## src/rtl/na_sequencer.sv

```systemverilog
// ---------------------------------------------------------------------------
// na_sequencer
//
// Valve and pump sequencer for a nucleic-acid extraction cartridge. One run
// walks LOAD_BEAD -> LOAD_CELL -> LYSIS -> MIX -> WASH -> ELUTE -> COLLECT ->
// DONE. Each fluidic step is preceded by a single all-closed GAP cycle, so
// the valves always break before they make.
//
// Ports
//   clk            rising-edge clock
//   rst_n          synchronous active-low reset
//   start          run request, honoured only in IDLE when abort is low
//   abort          stop request, returns to IDLE on the next edge
//   *_ctl          valve controls, 1 = open
//   pump1..pump3   peristaltic pump valves, 1 = open
//   busy           high in every state except IDLE
//   done           high for the single DONE cycle
//   aborted        high for the IDLE cycle that follows an abort
//   state          current state encoding
// ---------------------------------------------------------------------------
module na_sequencer #(
  parameter int LOAD_CYCLES    = 8,
  parameter int LYSIS_CYCLES   = 8,
  parameter int PUMP_DIV       = 4,
  parameter int MIX_ROUNDS     = 2,
  parameter int WASH_CYCLES    = 8,
  parameter int ELUTE_CYCLES   = 8,
  parameter int COLLECT_CYCLES = 4
) (
  input  logic       clk,
  input  logic       rst_n,
  input  logic       start,
  input  logic       abort,
  output logic       lysis_ctl,
  output logic       wash_ctl,
  output logic       elute_ctl,
  output logic       horiz_ctl,
  output logic       vertical_ctl,
  output logic       dead_end_ctl,
  output logic       loop_exit_ctl,
  output logic       bead_vtl_ctl,
  output logic       bead_trap_ctl,
  output logic       collection_ctl,
  output logic       pump1,
  output logic       pump2,
  output logic       pump3,
  output logic       busy,
  output logic       done,
  output logic       aborted,
  output logic [3:0] state
);

  typedef enum logic [3:0] {
    S_IDLE      = 4'd0,
    S_GAP       = 4'd1,
    S_LOAD_BEAD = 4'd2,
    S_LOAD_CELL = 4'd3,
    S_LYSIS     = 4'd4,
    S_MIX       = 4'd5,
    S_WASH      = 4'd6,
    S_ELUTE     = 4'd7,
    S_COLLECT   = 4'd8,
    S_DONE      = 4'd9
  } state_t;

  // Last counter value of each timed state (counter starts at 0 on entry).
  localparam logic [15:0] LOAD_LAST    = 16'(LOAD_CYCLES - 1);
  localparam logic [15:0] LYSIS_LAST   = 16'(LYSIS_CYCLES - 1);
  localparam logic [15:0] MIX_LAST     = 16'(MIX_ROUNDS * 6 * PUMP_DIV - 1);
  localparam logic [15:0] WASH_LAST    = 16'(WASH_CYCLES - 1);
  localparam logic [15:0] ELUTE_LAST   = 16'(ELUTE_CYCLES - 1);
  localparam logic [15:0] COLLECT_LAST = 16'(COLLECT_CYCLES - 1);
  localparam logic [15:0] DIV_LAST     = 16'(PUMP_DIV - 1);

  state_t      cur_state;
  state_t      nxt_state;
  state_t      gap_target;
  state_t      gap_target_nxt;
  logic [15:0] dur_cnt;
  logic [15:0] div_cnt;
  logic [2:0]  phase;
  logic        aborted_q;

  // State register, duration counter, pump rotation and abort flag. The GAP
  // state remembers which step it leads into, so one GAP encoding serves
  // every transition. The counter is cleared whenever the state changes.
  always_ff @(posedge clk) begin
    if (!rst_n) begin
      cur_state  <= S_IDLE;
      gap_target <= S_IDLE;
      dur_cnt    <= 16'd0;
      div_cnt    <= 16'd0;
      phase      <= 3'd0;
      aborted_q  <= 1'b0;
    end else begin
      cur_state  <= nxt_state;
      gap_target <= gap_target_nxt;
      aborted_q  <= abort && (cur_state != S_IDLE);

      if ((nxt_state != cur_state) || (cur_state == S_IDLE))
        dur_cnt <= 16'd0;
      else
        dur_cnt <= dur_cnt + 16'd1;

      // Pump phase only advances while staying in MIX, so the first MIX
      // cycle always presents phase 0.
      if ((cur_state == S_MIX) && (nxt_state == S_MIX)) begin
        if (div_cnt == DIV_LAST) begin
          div_cnt <= 16'd0;
          phase   <= (phase == 3'd5) ? 3'd0 : phase + 3'd1;
        end else begin
          div_cnt <= div_cnt + 16'd1;
        end
      end else begin
        div_cnt <= 16'd0;
        phase   <= 3'd0;
      end
    end
  end

  // Next-state logic. Abort overrides everything outside IDLE; unused
  // encodings fall back to IDLE.
  always_comb begin
    nxt_state      = cur_state;
    gap_target_nxt = gap_target;
    case (cur_state)
      S_IDLE: begin
        if (start && !abort) begin
          nxt_state      = S_GAP;
          gap_target_nxt = S_LOAD_BEAD;
        end
      end
      S_GAP: nxt_state = gap_target;
      S_LOAD_BEAD: begin
        if (dur_cnt == LOAD_LAST) begin
          nxt_state      = S_GAP;
          gap_target_nxt = S_LOAD_CELL;
        end
      end
      S_LOAD_CELL: begin
        if (dur_cnt == LOAD_LAST) begin
          nxt_state      = S_GAP;
          gap_target_nxt = S_LYSIS;
        end
      end
      S_LYSIS: begin
        if (dur_cnt == LYSIS_LAST) begin
          nxt_state      = S_GAP;
          gap_target_nxt = S_MIX;
        end
      end
      S_MIX: begin
        if (dur_cnt == MIX_LAST) begin
          nxt_state      = S_GAP;
          gap_target_nxt = S_WASH;
        end
      end
      S_WASH: begin
        if (dur_cnt == WASH_LAST) begin
          nxt_state      = S_GAP;
          gap_target_nxt = S_ELUTE;
        end
      end
      S_ELUTE: begin
        if (dur_cnt == ELUTE_LAST) begin
          nxt_state      = S_GAP;
          gap_target_nxt = S_COLLECT;
        end
      end
      S_COLLECT: begin
        if (dur_cnt == COLLECT_LAST)
          nxt_state = S_DONE;
      end
      S_DONE:  nxt_state = S_IDLE;
      default: nxt_state = S_IDLE;
    endcase

    if (abort && (cur_state != S_IDLE))
      nxt_state = S_IDLE;
  end

  // Output decode: valves and pumps are a pure function of the state, so
  // GAP, IDLE and DONE are all-closed by the defaults.
  always_comb begin
    lysis_ctl      = 1'b0;
    wash_ctl       = 1'b0;
    elute_ctl      = 1'b0;
    horiz_ctl      = 1'b0;
    vertical_ctl   = 1'b0;
    dead_end_ctl   = 1'b0;
    loop_exit_ctl  = 1'b0;
    bead_vtl_ctl   = 1'b0;
    bead_trap_ctl  = 1'b0;
    collection_ctl = 1'b0;
    pump1          = 1'b0;
    pump2          = 1'b0;
    pump3          = 1'b0;
    case (cur_state)
      S_LOAD_BEAD: begin
        bead_vtl_ctl  = 1'b1;
        bead_trap_ctl = 1'b1;
        vertical_ctl  = 1'b1;
      end
      S_LOAD_CELL: begin
        horiz_ctl    = 1'b1;
        vertical_ctl = 1'b1;
      end
      S_LYSIS: begin
        lysis_ctl    = 1'b1;
        vertical_ctl = 1'b1;
      end
      S_MIX: begin
        vertical_ctl = 1'b1;
        dead_end_ctl = 1'b1;
        case (phase)
          3'd0:    {pump1, pump2, pump3} = 3'b011;
          3'd1:    {pump1, pump2, pump3} = 3'b001;
          3'd2:    {pump1, pump2, pump3} = 3'b101;
          3'd3:    {pump1, pump2, pump3} = 3'b100;
          3'd4:    {pump1, pump2, pump3} = 3'b110;
          3'd5:    {pump1, pump2, pump3} = 3'b010;
          default: {pump1, pump2, pump3} = 3'b000;
        endcase
      end
      S_WASH: begin
        wash_ctl      = 1'b1;
        vertical_ctl  = 1'b1;
        bead_trap_ctl = 1'b1;
      end
      S_ELUTE: begin
        elute_ctl     = 1'b1;
        vertical_ctl  = 1'b1;
        bead_trap_ctl = 1'b1;
        loop_exit_ctl = 1'b1;
      end
      S_COLLECT: begin
        collection_ctl = 1'b1;
        bead_trap_ctl  = 1'b1;
        loop_exit_ctl  = 1'b1;
      end
      default: begin
      end
    endcase
  end

  assign busy    = (cur_state != S_IDLE);
  assign done    = (cur_state == S_DONE);
  assign aborted = aborted_q;
  assign state   = cur_state;

endmodule

```

## config.mk

```make
export PLATFORM = sky130hd
export DESIGN_NAME = na_sequencer
export DESIGN_NICKNAME = d
export VERILOG_FILES = /design/src/rtl/na_sequencer.sv
export SDC_FILE = /design/constraint.sdc
export NUM_CORES = 1
export LEC_CHECK = 0
export ABC_AREA = 1
export CAP_MARGIN = 15
export CORE_AREA = 2 2 69 71
export DETAILED_ROUTE_END_ITERATION = 8
export DIE_AREA = 0 0 71 73
export DONT_BUFFER_PORTS = 1
export PLACE_DENSITY = 0.7
export REMOVE_ABC_BUFFERS = 1
export SYNTH_ARGS = -nofsm -noshare
export SYNTH_HDL_FRONTEND = slang
export SYNTH_SLANG_ARGS = --single-unit
```

## constraint.sdc

```tcl
create_clock -name clk -period 2.5 [get_ports clk]
set_input_delay 0.375 -clock clk [delete_from_list [all_inputs] [get_ports clk]]
set_output_delay 0.375 -clock clk [all_outputs]
set_load 0.02 [all_outputs]
```

; ---- Yosys cells after proc, flatten, opt, wreduce, memory -nomap -nowiden
; Index checks and enable logic that the tools add are counted.
[op_classes]
bitwise_logic = 2
n_mux = 31
n_div = 0
multipliers = 0
n_eq_ne = 27
n_lt_le_gt_ge = 0
shift = 0
add_sub_neg = 3
reduce_logical = 20
[op_table]
columns = cell, n
row1 = $mux 4, 12
row2 = $add 16x1->16 const B, 2
row3 = $eq 16x2->1 const B, 2
row4 = $pmux 4 s7, 1
row5 = $eq 4x3->1 const B, 5
row6 = $pmux 4 s5, 1
row7 = $eq 16x3->1 const B, 1
row8 = $eq 16x6->1 const B, 1
row9 = $mux 1, 16
row10 = $reduce_or 3->1, 4
row11 = $ne 2x2->1 const B, 5
row12 = $eq 4x2->1 const B, 2
row13 = $eq 4x4->1 const B, 2
row14 = $reduce_and 8->1, 1
row15 = $reduce_bool 7->1, 1
row16 = $eq 3x2->1 const B, 2
row17 = $eq 3x3->1 const B, 2
row18 = $reduce_or 6->1, 1
row19 = $reduce_or 5->1, 1
row20 = $eq 4x1->1 const B, 1
row21 = $logic_not 4->1, 1
row22 = $ne 2x1->1 const B, 2
row23 = $ne 4x4->1, 1
row24 = $reduce_bool 4->1, 1
row25 = 11 further kinds, 15
[word_totals]
latchBits = 0
regBits = 44
inputBits = 4
ram_bits = 0
n_memories = 0
romBits = 0

; ---- Logic depth before layout (Yosys ltp)
[logic_depth]
depth_word = 9
mapped_depth = 14
depth_no_buf = 13

; ---- Least setup slack after synthesis
; Ideal clock, no wire load.
[synth_timing]
kind = reg-to-output
from = reg cur_state[0], in the netlist state[0]
to = out pump2
n_path_buf = 0
stages_incl_launch_ff = 5
t_arrival_ns = 1.548
setup_slack_ns = 0.577
cell_sequence = dfxtp_1 > nand2_1 > nor2_4 > inv_4 > a211oi_1
[synth_via]
elab_chain_cells = 2
[synth_lines]
columns = item, line_no
row1 = "start, declared", 75  ; state_t cur_state;
row2 = "start signal, assigned", 96  ; cur_state <= nxt_state;
row3 = $eq 4x3->1, 198  ; case (cur_state)
row4 = $mux 1, 198
row5 = "end, declared", 45  ; output logic pump2,
; No other way between the ends.

; ---- Worst setup path in the final report
[layout_timing]
from = reg cur_state[2], in the netlist state[2]
to = out pump1
[layout_via]
elab_chain_cells = 2
[layout_lines]
columns = item, line_no
row1 = $eq 4x3->1, 198
row2 = $mux 1, 198
row3 = "end, declared", 44  ; output logic pump1,
; No other way between the ends.

==> metrics.csv <==
metric;value;unit
RSZ-0062 raised after global routing;false;
Setup Fix Bufs, Post-CTS;0;
Max Fclk;0.460;GHz
CTS resizes;0;
Critical R2R Launch;state[2];
PwrDens;488;nW/um^2
Int Power;0.951;mW
Finished Layout Cells;397;
total grt overflow;0;
Clock Sinks;44;
ratio of cells with drive above 1 in the final layout;0.125;
Die Span X;71;um
first-pass GRT wire length;7.67;mm
clk_lat worst skew;0.29;ns
CTS Hold Buffers Added;0;
Mapped Cells;332;
DRT antenna net count;0;
clk slew on worst S/H paths;0.08;ns
Fillers;434;
Hold Crit Class;input port to flip-flop;
Clock Skews;0.00497;ns
nets;350;
R2R Setup Slk;0.48;ns
Final setup viols;0;
slowest cell on the critical path;dfxtp_1;
CTS buffer count;5;
Psw;0.280;mW
vias in the first global route;1828;
Final Max Tran Viols;0;
Setup crit start kind;flip-flop;
Avg WL per Cell;11.0;um
register area share after synthesis;0.376;
Routed Wire Length;4.38;mm
critical-path maximum fanout;8;
r2r endpoint;div_cnt[14];
area grow syn2layout;7.74;%
placed cell areas;2430;sq um
Netlist Area Pre-Place;2340;sq um
Worst Hold Depth;2;
VDD IR max;245;uV
# Max-Cap Violations;0;
sequential share of power;0.581;
via count;1968;
Worst Max-Slew Pin Slew;0.464;ns
combinational power share;0.048;
delay of the slowest critical-path stage;0.59;ns
slew margin rel.;0.688;
core area;4540;sq um
minimum clock period;2.18;ns
CTS root buf;clkbuf_8;
initial DRC count;106;
Leak;0.987;nW
Crit. End Element;output pin;
min-delay src;rst_n;
synth unique cells;31;
post-route cell area;2520;sq um
WS Path Type;flip-flop to output pin;
n_diodes;0;
Die Area;5180;sq um
Core Rows;25;
Synth Warn #;0;
clock share of power;0.371;
count of state elements after synthesis;44;
Bufs on Longest Clock Path;2;
DRT Pass-1 Iters;4;
TritonCTS clock tree;yes;
Critical Path RT;2.12;ns
WHS Endpoint;gap_target[1];
die height;73;um
Switching Share;0.228;
Critical Path AT;1.80;ns
Global Route Usage Sum;0.182;
Starting Density;0.517;
Placed Cells;389;
IO Pins;24;
period utilization;0.870;
CP cell instances;nand2_2, nor2_4, inv_4, a21oi_1;
H-Tree Depth;2;
Reg2Reg Depth;8;
count of input and output buffers;0;
final hold vios;0;
total negative slack;0;ns
syn_area_per_cell;7.06;sq um
Detail Placement HPWL;3.26;mm
Residual DRC;0;
via/cell ratio;4.96;
run status;finished clean;
initial antenna violation count;0;
largest net degree at the start of global routing;17;
GPL Wtd Cong;0.891;
[flip-flops by register name (all words and copies together) (netlist names)]
signal      cells
aborted         1
div_cnt        16
dur_cnt        16
gap_target      4
phase           3
state           4
[cells by family after synthesis]
logic type	Yosys count	synth area share
flops	44	0.376
simple gates	187	0.374
buf+inv	48	0.0822
fa+ha+maj	4	0.0214
xor+xnor	21	0.0785
compound gates	28	0.0678
[Yosys cell counts, drive strengths merged]
cell,number,area share
o21bai,2,0.0064
a21oi,13,0.028
nand3,21,0.056
xnor2,7,0.026
xor2,14,0.052
or2,1,0.0027
o211ai,1,0.0032
buf,3,0.0091
and3,2,0.0053
nor3,12,0.026
nand4,6,0.016
o21ai,8,0.019
nor3b,1,0.0032
inv,45,0.073
dfxtp,44,0.38
ha,4,0.021
a211oi,2,0.0064
nor2,70,0.13
nand2,71,0.12
a31oi,2,0.0053
nor4,3,0.0080
[worst max-delay path by stage]
stage | startpoint | endpoint | slack [ns] | cells after the start
final | state[2] | pump1 | 0.32 | 4
after global routing | state[2] | pump1 | 0.19 | 4
after CTS | state[2] | pump1 | 0.31 | 4
after detailed placement | state[2] | div_cnt[12] | 0.50 | 8
after global placement | state[2] | div_cnt[14] | 0.55 | 8
after floorplan | state[0] | pump2 | 0.58 | 4
[cells in the final DEF, fill, tap and decap left out, drive strengths merged, types with 3 or more instances in the layout]
cell and count:
nor2 70, nand2 71, o21ai 8, inv 45
ha 4, nand3 21, dfxtp 44, clkbuf 8
nor3 12, xor2 14, a21oi 13, nor4 3
buf 6, nand4 6, xnor2 7
[worst max-delay path: cells and delay by family (launching register included)]
family	cells	cell delay, ns
AOI/OAI and AO/OA	1	0.39
and+or+nand+nor	2	0.46
buffers and inverters	1	0.07
DFF	1	0.59
[cell type report]
| cell class | instances | area (sq um) | share of cell area |
|---|---|---|---|
| Sequential cell | 44 | 881 | 0.349 |
| Tap cell | 54 | 67.6 | 0.0268 |
| Multi-Input combinational cell | 240 | 1270 | 0.503 |
| Timing Repair Buffer | 6 | 45.0 | 0.0178 |
| Inverter | 45 | 171 | 0.0679 |
| Clock buffer | 8 | 90.1 | 0.0357 |
[layer usage]
metal / track usage / up-vias / routed length, um
li1: - / 1069 / -
met2: 0.298 / 30 / 1970
met4: 0.0566 / 0 / 29
met3: 0.0525 / 2 / 154
met1: 0.233 / 867 / 2230
met5: 0 / - / 0
[power by group through the flow]
stage               clock (mW)  combinational, mW  sequential [mW]
CTS                      0.472             0.0591            0.716
global placement             0             0.0580            0.732
floorplan                    0             0.0454            0.732
detailed placement           0             0.0590            0.732
global route             0.503             0.0662            0.717
finish                   0.457             0.0589            0.716
[metrics by stage]
step	hold WS (ns)	worst slack [ns]	utilization	power (mW)
final	0.226	0.324	0.557	1.23
after global routing	0.229	0.191	0.557	1.29
after CTS	0.219	0.312	0.557	1.25
after detailed placement	0.436	0.499	0.537	0.791
after global placement	0.431	0.546	0.537	0.790
after floorplan	0.417	0.577	-	0.777
Note: power is estimated with default switching activity, not from simulation.
==> patch 1, RTL diff (same settings) <==
The output `aborted` loses its register stage (`aborted_q` becomes a continuous assignment).
--- a/src/rtl/na_sequencer.sv
+++ b/src/rtl/na_sequencer.sv
@@ -91,11 +91,9 @@
       dur_cnt    <= 16'd0;
       div_cnt    <= 16'd0;
       phase      <= 3'd0;
-      aborted_q  <= 1'b0;
     end else begin
       cur_state  <= nxt_state;
       gap_target <= gap_target_nxt;
-      aborted_q  <= abort && (cur_state != S_IDLE);
 
       if ((nxt_state != cur_state) || (cur_state == S_IDLE))
         dur_cnt <= 16'd0;
@@ -117,6 +115,8 @@
       end
     end
   end
+
+  assign aborted_q = abort && (cur_state != S_IDLE);
 
   // Next-state logic. Abort overrides everything outside IDLE; unused
   // encodings fall back to IDLE.
Formal check against the unedited RTL: not equivalent (Yosys sat finds a counterexample within 4 cycles, from zero or initial values and one cycle with rst_n low).
==> patch 1 against the original RTL <==
Register-to-register slack got worse by 0.19 ns. Setup slack got worse by 0.11 ns. Cell area rose by 2.5%. Total power rose by 5.3%. Combinational power rose by 29%. Synthesized area rose by 4.2%. Wire length fell by 1.1%. Sequential cell count fell by 1. Synthesized cell count rose by 2.7%. Critical path type unchanged. Largest cell class unchanged. Largest power group unchanged. Highest routed layer unchanged.
==> patch 1: results (changes against the original RTL) <==
[clock_tree]
post_cts.resized_instances = 0  ; unchanged
postCtsSetupRepairBufs = 0  ; unchanged
cts_buffer_depth = 2  ; unchanged
cts_buffers = 5  ; unchanged
worst_setup_hold_path_clk_slew_ns = 0.08  ; about the same
insertion_delay_of_the_later_clocked_pin_in_the_worst_skew_pair_ns = 0.29  ; about the same
h-tree-depth = 2  ; unchanged
cts_root_buf = sky130_fd_sc_hd__clkbuf_8

[yosys]
ys_top_cells_by_area = sky130_fd_sc_hd__dfxtp_1, sky130_fd_sc_hd__nor2_1, sky130_fd_sc_hd__nand2_1
synth_async_sr_flop_share = 0  ; unchanged
synth_flop_cell = sky130_fd_sc_hd__dfxtp_1
yosys_warnings = 0  ; unchanged
synth_cell_types = 30  ; -3.2%
ys_seq_area_frac = 0.3526  ; -0.02323
synth_edf_count = 0  ; unchanged
synth_top_cells_by_count = sky130_fd_sc_hd__nor2_1, sky130_fd_sc_hd__nand2_1, sky130_fd_sc_hd__dfxtp_1, sky130_fd_sc_hd__inv_1, sky130_fd_sc_hd__nand3_1

[placed_design]
gp_routability_congestion = 0.8936  ; +0.29%
pre_cts_worst_setup_slack_ns = 0.3336  ; -0.1650 ns
post-dp-hpwl_um = 3195  ; -1.9%
numPortBuffers = 0  ; unchanged

[layout]
registers_with_the_most_flip_flops = div_cnt x16, dur_cnt x16
share_of_post_route_cells_with_drive_strength_above_1 = 0.1445  ; +0.01914
insertedDiodeCount = 0  ; unchanged
nNetsFinal = 354  ; +1.1%

[critical_path]
crit_family = flip-flops
critical-path-max-stage-delay_ns = 0.64  ; +0.05 ns
critical_path.max_fanout = 8  ; unchanged
worst_ep_arrival_time_ns = 1.91  ; +0.11 ns
timing.critical_path.slowest_stage_cell = sky130_fd_sc_hd__dfxtp_1

[timing]
fin_worst_skew_ns = 0.003040  ; -0.001929 ns
slew_headroom = 0.6374  ; -0.05053

[global_route]
antenna_found_initial = 0  ; unchanged
first_global_vias = 1789  ; -2.1%
grt_pass1_wl_um = 7417  ; -3.3%
global_route.usage.total = 0.1774  ; -0.004707
grt_start_max_net_pins = 17  ; unchanged

[worst_hold_path]
hold_path_class = input port to flop

[drt]
route.vias.total = 1967  ; -0.051%
router_iterations_before_antenna_repair = 4  ; unchanged
drt_iter0_drc = 94  ; -11%
postRouteWirelength_um = 4331  ; -1.1%

[pwr]
power.static_leakage_uw = 0.0009862  ; about the same
worst_ir_drop_vdd_v = 0.0002856  ; +16%

[run_status]
result_of_the_run = completed

## patch 1: cell count changes in the layout (fill, tap and decap cells not counted), moves of 3 or more
cell / delta
sky130_fd_sc_hd__buf_4: -4
sky130_fd_sc_hd__inv_1: -3
sky130_fd_sc_hd__inv_2: +3
sky130_fd_sc_hd__nand2_1: -4
sky130_fd_sc_hd__nand2_2: +3
sky130_fd_sc_hd__nand3_1: +10
sky130_fd_sc_hd__nor2_1: +6
sky130_fd_sc_hd__nor2_2: -6
sky130_fd_sc_hd__nor2_4: +10
sky130_fd_sc_hd__nor3_1: -4
## patch 1: per-layer routing
metal	part of all wire	track usage
met2	0.46	0.2773
met3	0.031	0.04972
met4	0.017	0.07338
met5	0	0
met1	0.49	0.2315
## patch 1: cells by family (layout without fill, tap and decap cells)
logic type | count (synthesis) | after routing | share of synthesized area
AOI/OAI and AO/OA | 23 | 23 | 0.05228
xor gates and xnor gates | 22 | 22 | 0.07894
adders and majority gates | 4 | 4 | 0.02050
buffers and inverters | 49 | 54 | 0.08610
DFF | 43 | 43 | 0.3526
and+or+nand+nor | 200 | 200 | 0.4095
## patch 1: worst paths after layout
kind,cells past startpoint,end,startpoint,slack (ns)
max,4,pump1,state[2],0.22
min,2,gap_target[3],rst_n,0.22
max reg2reg,12,dur_cnt[4],state[1],0.29
min reg2reg,2,gap_target[2],gap_target[2],0.46
## patch 1: metrics by stage
stage,instances,util,hold WS [ns],instance area (um2),total power [uW]
2_1_floorplan,337,-,0.4231,2400,782.2
3_3_place_gp,393,0.5473,0.4327,2482,795.2
3_5_place_dp,393,0.5473,0.4430,2482,796.3
4_1_cts,400,0.5708,0.2123,2589,1313
5_1_grt,400,0.5708,0.2228,2589,1349
6_report,400,0.5708,0.2207,2589,1296
## patch 1: final cells by class
type	instances	area, um2
Clock buffer	5	68.82
Clock inverter	2	37.54
Fill cell	430	1947
Inverter	45	168.9
Multi-Input combinational cell	249	1370
Sequential cell	43	860.8
Tap cell	54	67.56
Timing Repair Buffer	2	15.01
## patch 1: power by group
part / leakage, uW / internal, uW / switching [uW]
registers: 0.000347 / 694 / 11.2
logic: 0.000589 / 20.3 / 55.4
clock network: 0.0000502 / 292 / 224
total: 0.000986 / 1010 / 290
## patch 1: worst register-to-register path, delay by kind of cell (launching register included)
family	cells	cell delay, ns
simple gates	11	1.32
flops	1	0.67
buf+inv	1	0.15
==> patch 2, RTL diff (config.mk and constraints unchanged) <==
Without the edit above. `LOAD_CYCLES`: 8 -> 6.
--- a/src/rtl/na_sequencer.sv
+++ b/src/rtl/na_sequencer.sv
@@ -19,7 +19,7 @@
 //   state          current state encoding
 // ---------------------------------------------------------------------------
 module na_sequencer #(
-  parameter int LOAD_CYCLES    = 8,
+  parameter int LOAD_CYCLES    = 6,
   parameter int LYSIS_CYCLES   = 8,
   parameter int PUMP_DIV       = 4,
   parameter int MIX_ROUNDS     = 2,
Behaviour: not the same (a bounded check fails within 10 cycles, from zero or initial values and one cycle with rst_n low).
==> patch 2 against the original RTL <==
Wire length is 0.59% higher. Total power is 5.2% higher. Count of clock-buffer cells in the layout fell by 3. Sequential power rose by 2%. First-iteration DRC count increased by 45%. Setup slack got worse by 0.064 ns. Utilization increased by 2.9 points. Synthesized area is 6.0% higher. Sequential cell count unchanged. Cell area up 5.2%. Sequential share of layout area is 1.7 points lower.
==> patch 2: results (changes against the original RTL) <==
[placed_design]
gp_routability_congestion = 0.8390  ; -5.8%
post-dp-hpwl_um = 3302  ; +1.4%
postPlaceCellArea_um2 = 2544  ; +4.5%

[yosys]
synth_top_cells_by_count = sky130_fd_sc_hd__nand2_1, sky130_fd_sc_hd__nor2_1, sky130_fd_sc_hd__dfxtp_1, sky130_fd_sc_hd__inv_1, sky130_fd_sc_hd__nand3_1
ys_seq_area_frac = 0.3545  ; -0.02139
ys_top_cells_by_area = sky130_fd_sc_hd__dfxtp_1, sky130_fd_sc_hd__nand2_1, sky130_fd_sc_hd__nor2_1
yosys_warnings = 0  ; unchanged
synth_cell_types = 32  ; +3.2%

[drt]
route.met3.wl_um = 130  ; -16%
post_drt_wl_per_cell_um = 11.07  ; +0.34%
detail_route.wirelength.met1_um = 2044  ; -8.1%
drt_iter0_drc = 154  ; +45%
router_iterations_before_antenna_repair = 4  ; unchanged

[timing]
worst-slew-pin-transition_ns = 0.4527  ; -0.01177 ns
fin_worst_skew_ns = 0.01931  ; +0.01435 ns

[critical_path]
worst_setup_slack_for_register_to_register_paths_ns = 0.45  ; -0.03 ns
critical_path.max_fanout = 6  ; -2

[global_route]
global_route.usage.met1 = 0.2254  ; -0.008026
use_met3 = 0.04282  ; -0.009669
met2_usage = 0.3084  ; +0.01038
grt_pass1_wl_um = 7590  ; -1.1%
first_global_vias = 1769  ; -3.2%
global_route.usage.total = 0.1837  ; +0.001538

[run_status]
result_of_the_run = completed

[layout]
multi_input_cells = 243  ; +1.3%
nonClkBufAreaFrac = 0.02449  ; +0.006654
layout.clock.cell_area_share = 0.03486  ; -0.0008226
final.fill_count = 454  ; +4.6%
nNetsFinal = 352  ; +0.57%
nNonClkBuffers = 7  ; +1
share_of_post_route_cells_with_drive_strength_above_1 = 0.1599  ; +0.03452
layout.non_clock_inverters = 42  ; -6.7%

[clock_tree]
worst_setup_hold_path_clk_slew_ns = 0.10  ; +0.02 ns

[pwr]
worst_ir_drop_vdd_v = 0.0002868  ; +17%

-- patch 2: what timing repair did --
action | 4_1_cts | 5_1_grt
setup endpoints to repair | 0 | 2
resized for setup | 0 | 0
setup buffers | 0 | 1
hold endpoints to repair | 0 | 0
-- patch 2: power by group --
| part | leakage, uW | internal, uW | switching, uW |
|---|---|---|---|
| Clock | 0.0000404 | 198 | 257 |
| Combinational | 0.000623 | 33.5 | 79.5 |
| Sequential | 0.000355 | 714 | 13.6 |
| Total | 0.00102 | 945 | 350 |
-- patch 2: how the worst max path moves through the flow --
stage | from | to | cells past startpoint
global placement | state[2] | dur_cnt[2] | 10
CTS | state[2] | dur_cnt[0] | 10
finish | state[2] | pump1 | 4
global route | state[2] | pump1 | 4
floorplan | state[0] | pump2 | 4
detailed placement | state[2] | dur_cnt[0] | 10
-- patch 2: kinds of logic (layout without fill, tap and decap cells) --
logic type / after synthesis / count (layout) / share of synthesized area
and+or+nand+nor: 189 / 189 / 0.3938
adders and majority gates: 5 / 5 / 0.02518
xor gates and xnor gates: 23 / 23 / 0.08107
buffers and inverters: 46 / 57 / 0.08610
AOI/OAI and AO/OA: 26 / 26 / 0.05942
DFF: 44 / 44 / 0.3545
-- patch 2: per-stage QoR --
step,instances,worst slack (ns),utilization
after floorplan,329,0.3598,-
after global placement,389,0.3395,0.5608
after detailed placement,389,0.2636,0.5608
after CTS,397,0.2308,0.5812
after global routing,398,0.1342,0.5857
final,398,0.2603,0.5857
-- patch 2: critical path: cells and delay by family, from the launching register on --
family | cells | cell delay, ns
flops | 1 | 0.56
compound gates | 1 | 0.39
buf+inv | 1 | 0.13
simple gates | 2 | 0.48
